### config.mk
export PLATFORM = sky130hd
export DESIGN_NAME = seq_muldiv
export DESIGN_NICKNAME = d
export VERILOG_FILES = /design/src/rtl/seq_muldiv.sv
export SDC_FILE = /design/constraint.sdc
export NUM_CORES = 1
export LEC_CHECK = 0
export CAP_MARGIN = 20
export CORE_MARGIN = 2
export CORE_UTILIZATION = 25
export CTS_BUF_LIST = sky130_fd_sc_hd__clkbuf_16
export DETAILED_ROUTE_END_ITERATION = 12
export SKIP_CTS_REPAIR_TIMING = 1
export SYNTH_ARGS = -nofsm -noshare
export SYNTH_HDL_FRONTEND = slang
export SYNTH_SLANG_ARGS = --single-unit
### constraint.sdc
create_clock -name clock -period 3.3 [get_ports clock]
set_clock_uncertainty 0.15 [all_clocks]
set_input_delay 0.66 -clock clock [delete_from_list [all_inputs] [get_ports clock]]
set_output_delay 0.66 -clock clock [all_outputs]
set_load 0.02 [all_outputs]
### src/rtl/seq_muldiv.sv
// Sequential signed multiply/divide: shift-add multiply or restoring divide, one bit per cycle.
// Divide support is compiled in only when SEQ_MULDIV_DIV_EN is defined.
module seq_muldiv #(
  parameter int unsigned WIDTH = 32
) (
  input  logic               clock,
  input  logic               reset,
  input  logic               start,
  input  logic               muordi,
  input  logic [WIDTH-1:0]   opera1,
  input  logic [WIDTH-1:0]   opera2,
  output logic [2*WIDTH-1:0] result,
  output logic               valid,
  output logic               busy,
  output logic               dbz
);

  localparam int unsigned CntW = $clog2(WIDTH);

  typedef enum logic [1:0] {StIdle, StCalc, StFix, StDone} state_e;

  state_e             state_q, state_d;
  logic [CntW-1:0]    cnt_q, cnt_d;
  logic [WIDTH-1:0]   m_q, m_d;
  logic [2*WIDTH-1:0] p_q, p_d;
  logic               sign1_q, sign1_d, sign2_q, sign2_d;
  logic [2*WIDTH-1:0] result_q, result_d;
  logic               valid_q, valid_d, busy_q, busy_d;

  logic               last_cnt;
  logic [WIDTH-1:0]   mag1, mag2;
  logic [WIDTH:0]     mul_sum;
  logic [2*WIDTH-1:0] mul_step, mul_fix;

  assign last_cnt = (cnt_q == CntW'(WIDTH - 1));
  // Unsigned negation maps the most-negative value onto 2^(WIDTH-1) exactly.
  assign mag1 = opera1[WIDTH-1] ? -opera1 : opera1;
  assign mag2 = opera2[WIDTH-1] ? -opera2 : opera2;

  // p_q holds {partial product, remaining multiplier bits}.
  assign mul_sum  = {1'b0, p_q[2*WIDTH-1:WIDTH]} + (p_q[0] ? {1'b0, m_q} : '0);
  assign mul_step = {mul_sum, p_q[WIDTH-1:1]};
  assign mul_fix  = (sign1_q ^ sign2_q) ? -p_q : p_q;

`ifdef SEQ_MULDIV_DIV_EN
  logic               div_q, div_d, dbzf_q, dbzf_d, dbz_q, dbz_d;
  logic               div_zero, div_ge;
  logic [WIDTH:0]     div_trial, div_diff;
  logic [2*WIDTH-1:0] div_step, div_fix;
  logic [WIDTH-1:0]   quo_fix, rem_fix;

  assign div_zero = muordi && (opera2 == '0);
  // p_q holds {partial remainder, dividend bits shifting into quotient bits}.
  assign div_trial = {p_q[2*WIDTH-1:WIDTH], p_q[WIDTH-1]};
  assign div_diff  = div_trial - {1'b0, m_q};
  assign div_ge    = ~div_diff[WIDTH];
  assign div_step  = {div_ge ? div_diff[WIDTH-1:0] : div_trial[WIDTH-1:0], p_q[WIDTH-2:0], div_ge};
  assign quo_fix   = (sign1_q ^ sign2_q) ? -p_q[WIDTH-1:0] : p_q[WIDTH-1:0];
  assign rem_fix   = sign1_q ? -p_q[2*WIDTH-1:WIDTH] : p_q[2*WIDTH-1:WIDTH];
  assign div_fix   = {rem_fix, quo_fix};
  assign dbz       = dbz_q;
`else
  logic unused_muordi;
  assign unused_muordi = muordi;
  assign dbz           = 1'b0;
`endif

  // State register.
  always_ff @(posedge clock or negedge reset) begin
    if (!reset) begin
      state_q <= StIdle;
    end else begin
      state_q <= state_d;
    end
  end

  // Next-state logic.
  always_comb begin
    state_d = state_q;
    case (state_q)
      StIdle: begin
        if (start) begin
`ifdef SEQ_MULDIV_DIV_EN
          state_d = div_zero ? StDone : StCalc;
`else
          state_d = StCalc;
`endif
        end
      end
      StCalc:  if (last_cnt) state_d = StFix;
      StFix:   state_d = StDone;
      StDone:  state_d = StIdle;
      default: state_d = StIdle;
    endcase
  end

  // Datapath and output next values.
  always_comb begin
    cnt_d    = cnt_q;
    m_d      = m_q;
    p_d      = p_q;
    sign1_d  = sign1_q;
    sign2_d  = sign2_q;
    result_d = result_q;
    valid_d  = 1'b0;
    busy_d   = busy_q;
`ifdef SEQ_MULDIV_DIV_EN
    div_d    = div_q;
    dbzf_d   = dbzf_q;
    dbz_d    = dbz_q;
`endif
    case (state_q)
      StIdle: begin
        if (start) begin
          cnt_d   = '0;
          sign1_d = opera1[WIDTH-1];
          sign2_d = opera2[WIDTH-1];
          busy_d  = 1'b1;
          m_d     = mag1;
          p_d     = {{WIDTH{1'b0}}, mag2};
`ifdef SEQ_MULDIV_DIV_EN
          div_d  = muordi;
          dbzf_d = div_zero;
          if (div_zero) begin
            p_d = {opera1, {WIDTH{1'b1}}};
          end else if (muordi) begin
            m_d = mag2;
            p_d = {{WIDTH{1'b0}}, mag1};
          end
`endif
        end
      end
      StCalc: begin
        cnt_d = cnt_q + 1'b1;
        p_d   = mul_step;
`ifdef SEQ_MULDIV_DIV_EN
        if (div_q) p_d = div_step;
`endif
      end
      StFix: begin
        p_d = mul_fix;
`ifdef SEQ_MULDIV_DIV_EN
        if (div_q) p_d = div_fix;
`endif
      end
      StDone: begin
        result_d = p_q;
        valid_d  = 1'b1;
        busy_d   = 1'b0;
`ifdef SEQ_MULDIV_DIV_EN
        dbz_d    = dbzf_q;
`endif
      end
      default: ;
    endcase
  end

  always_ff @(posedge clock or negedge reset) begin
    if (!reset) begin
      cnt_q    <= '0;
      m_q      <= '0;
      p_q      <= '0;
      sign1_q  <= 1'b0;
      sign2_q  <= 1'b0;
      result_q <= '0;
      valid_q  <= 1'b0;
      busy_q   <= 1'b0;
`ifdef SEQ_MULDIV_DIV_EN
      div_q    <= 1'b0;
      dbzf_q   <= 1'b0;
      dbz_q    <= 1'b0;
`endif
    end else begin
      cnt_q    <= cnt_d;
      m_q      <= m_d;
      p_q      <= p_d;
      sign1_q  <= sign1_d;
      sign2_q  <= sign2_d;
      result_q <= result_d;
      valid_q  <= valid_d;
      busy_q   <= busy_d;
`ifdef SEQ_MULDIV_DIV_EN
      div_q    <= div_d;
      dbzf_q   <= dbzf_d;
      dbz_q    <= dbz_d;
`endif
    end
  end

  assign result = result_q;
  assign valid  = valid_q;
  assign busy   = busy_q;

endmodule

==> results of run 1 <==
kinds of logic (layout without fill, tap and decap cells):
family	Yosys count	in the layout	share of synthesized area [%]
XOR/XNOR	106	106	8.09
AO/OA/AOI/OAI	364	364	20.0
adder cells (fa/ha/maj)	42	42	4.64
multiplexers	71	71	6.93
flip-flops	171	171	37.3
buffers and inverters	100	343	3.43
other	1	1	0.0327
AND/OR/NAND/NOR	437	437	19.6
synthesized netlist by cell type, types with 4 or more instances:
library cell / count / share of area [%]
a211oi_1: 11 / 0.72
a21o_1: 23 / 1.5
a21oi_1: 102 / 4.4
a221o_1: 4 / 0.35
a221oi_1: 14 / 1.1
a22oi_1: 7 / 0.46
a31oi_1: 11 / 0.60
and2_1: 38 / 2.1
and3_1: 4 / 0.22
buf_1: 10 / 0.33
clkbuf_1: 64 / 2.1
dfrtp_1: 171 / 37
ha_1: 41 / 4.5
inv_1: 23 / 0.75
mux2_2: 68 / 6.7
nand2_1: 111 / 3.6
nand2b_1: 9 / 0.49
nand3_1: 19 / 0.83
nand3b_1: 7 / 0.46
nand4_1: 15 / 0.82
nor2_1: 98 / 3.2
nor2b_1: 7 / 0.38
nor3_1: 42 / 1.8
nor3b_1: 4 / 0.26
nor4_1: 21 / 1.1
o211ai_1: 8 / 0.52
o21a_1: 5 / 0.33
o21ai_0: 95 / 4.1
o21bai_1: 4 / 0.26
o221ai_1: 12 / 0.92
o22ai_1: 12 / 0.65
o311ai_0: 5 / 0.38
o31ai_1: 25 / 1.6
o41ai_1: 5 / 0.38
or2_2: 6 / 0.33
or3_1: 24 / 1.3
or4_1: 14 / 0.92
xnor2_1: 44 / 3.4
xor2_1: 62 / 4.7
registers in the layout, summed over array words and instances (netlist names):
name / count
result: 64
busy: 1
sign2_q: 1
m_q: 32
p_q: 64
sign1_q: 1
state_q: 2
cnt_q: 5
valid: 1
power by group:
group / internal (mW) / switching, mW
registers: 3.04 / 0.823
clock network: 1.13 / 0.959
logic: 3.74 / 4.67
metrics by stage:
| stage | utilization [%] | hold slack [ns] | setup slack (ns) | total power, mW |
|---|---|---|---|---|
| after floorplan | - | 0.214 | 0.0959 | 9.00 |
| after global placement | 31.9 | 0.335 | -0.543 | 12.0 |
| after detailed placement | 31.9 | 0.343 | -0.515 | 12.2 |
| after CTS | 33.2 | 0.0819 | -0.208 | 14.4 |
| after global routing | 33.5 | 0.101 | -0.0210 | 15.5 |
| final | 33.5 | 0.0601 | 0.0701 | 14.4 |
worst max-delay path by stage:
stage	slack (ns)	from	depth (start not counted)	end
2_1_floorplan	0.1	p_q[0]	13	p_q[59]
3_3_place_gp	-0.54	opera2[1]	9	p_q[25]
3_5_place_dp	-0.51	opera2[1]	9	p_q[25]
4_1_cts	-0.21	p_q[0]	12	p_q[61]
5_1_grt	-0.02	opera2[2]	9	p_q[25]
6_report	0.07	opera2[2]	9	p_q[25]
layout make-up:
cell class,instances,area share [%]
clock inverters,15,1.07
flip-flops and latches,171,28.1
clock buffers,17,2.79
multi-input cells,1021,45.6
repair buffers,288,16.9
well taps,600,4.93
inverters,23,0.567
worst register-to-register path, stage by stage (launching register included):
cell	delay (ns)
dfrtp_1	0.41
and2_1	0.15
ha_1	0.22
fa_1	0.44
a211oi_1	0.29
o21ai_1	0.17
o21ai_2	0.25
nand3_1	0.11
a221o_1	0.38
a21o_1	0.22
xnor2_1	0.14
o221ai_1	0.12
per-layer routing:
| layer | track usage (%) | up-vias | share of wire [%] |
|---|---|---|---|
| met2 | 24.3 | 329 | 45 |
| met1 | 22.1 | 5142 | 49 |
| met3 | 2.76 | 24 | 5.3 |
| met5 | 0 | - | 0 |
| met4 | 3.11 | 0 | 0.94 |
| li1 | - | 5217 | - |
==> metrics.md, run 1 <==
| Metric | Value |
|---|---|
| Async SR Flop Fraction | `100%` |
| Seq/Total Area, Yosys | `37.3%` |
| Most common cell after layout, fill and taps aside | `dfrtp_1` |
| Crit path required time | `3.45 ns` |
| CP Launch Type | `input pin` |
| Final min period | `3.23 ns` |
| TritonCTS buffer count | `17` |
| Seq cells post-synth | `171` |
| Worst r2r src | `p_q[0]` |
| Crit end category | `register` |
| CORE AREA | `45,400 um^2` |
| Max-cap viol count | `0` |
| Slowest CP cell | `or4_4` |
| First-pass GRT wire length | `58,000 um` |
| Rows | `78` |
| Critical Path Most Common Cell | `or4_4` |
| Worst Path Buf+Inv | `1` |
| Final non-filler cell area | `15,200 um^2` |
| Final net count | `1,632` |
| Layout cell share with drive strength beyond 1 | `19.1%` |
| Clock Path Buffers | `2` |
| CP Max Fanout | `3` |
| Wire length per cell | `17.2 um` |
| Slew HR | `36.3%` |
| Largest stage delay, worst path | `0.51 ns` |
| N_diodes | `0` |
| TritonCTS clock tree | `yes` |
| Ys Warns | `0` |
| Post-Syn Area | `11,500 um^2` |
| # DRC | `0` |
| Register Area | `4280 um^2` |
| Commonest non-fill, non-tap cells in the layout | `dfrtp_1 (171), buf_4 (149), clkdlybuf4s50_1 (129)` |
| Critical-path cell list | `clkdlybuf4s50_1 -> or4_4 -> or3_4 -> nand3b_1 -> or4_4 -> or2_4 -> o31ai_4 -> xor2_1 -> a21oi_1` |
| GRT Util Overall | `15.5%` |
| Post-synth EDFFs | `0` |
| P_leak | `6.41 nW` |
| Final setup vio count | `0` |
| Initial DRC count | `933` |
| Post-Route WL | `36,600 um` |
| Average size of a mapped cell | `8.88 um^2` |
| Clock root cell | `clkbuf_16` |
| Fmax achieved | `310 MHz` |
| Fin crit share | `97.9%` |
| Non-filler cells, final | `2,135` |
| Crit path kind | `input pin to register` |
| Syn-to-layout area delta | `32.6%` |
| Clk Latency, worst-skew pair | `0.45 ns` |
| Path depth of the worst reg2reg path | `11` |
| Slew @ Worst Pin | `0.951 ns` |
| Cells after synthesis | `1,292` |
| RR Endpoint | `p_q[59]` |
| Syn nets | `1,402` |
| Largest net degree at the start of global routing | `68` |
| Drt via density | `5.02` |
| Sink Count | `171` |
| Main flop type after synthesis | `dfrtp_1` |
| Placed cells | `2,100` |
| Die footprint | `47,600 um^2` |
| HP Class | `input pin to asynchronous set/reset pin` |
| Remaining Overflow, GRT | `0` |
| Via count | `10,712` |
| Slew Viols, Final | `0` |
| Number of global-route vias before repair | `10,306` |
| Initial Util | `25.3%` |
| Antenna Nets Post-Route | `0` |
| Clk slew on worst S/H paths | `0.07 ns` |
| Synth cell types | `73` |
| Drt first pass iters | `5` |
| Worst path top cell family by delay | `simple AND/OR/NAND/NOR gates` |
| Multi-input gate area | `6950 um^2` |
| Number of port buffers | `132` |
| PD cells | `943 nW/um^2` |
| HPWL Detailed | `27,400 um` |
| RePlAce Congestion | `0.875` |
| Final setup TNS | `0 ns` |
| Antenna violations before repair | `0` |
| Die width | `218 um` |
| FF-to-FF setup slack | `0.11 ns` |
| # fillers | `4,714` |
| Die Y | `218 um` |
| Area post-placement | `14,500 um^2` |
| H-Tree Depth | `4` |
| Endpoints failing hold | `0` |
| Status | `finished clean` |
| Ports | `135` |
| Worst EP arrival | `3.38 ns` |
| Max VDD drop | `0.000633 V` |
(Power assumes the default switching activity.)
==> inputs of run 2 (changes only) <==
Settings changed: ABC_CLOCK_PERIOD_IN_PS set to 3300.
==> results of run 2 <==
Same layout as run 1: the final DEF is identical, and so are final timing and power.
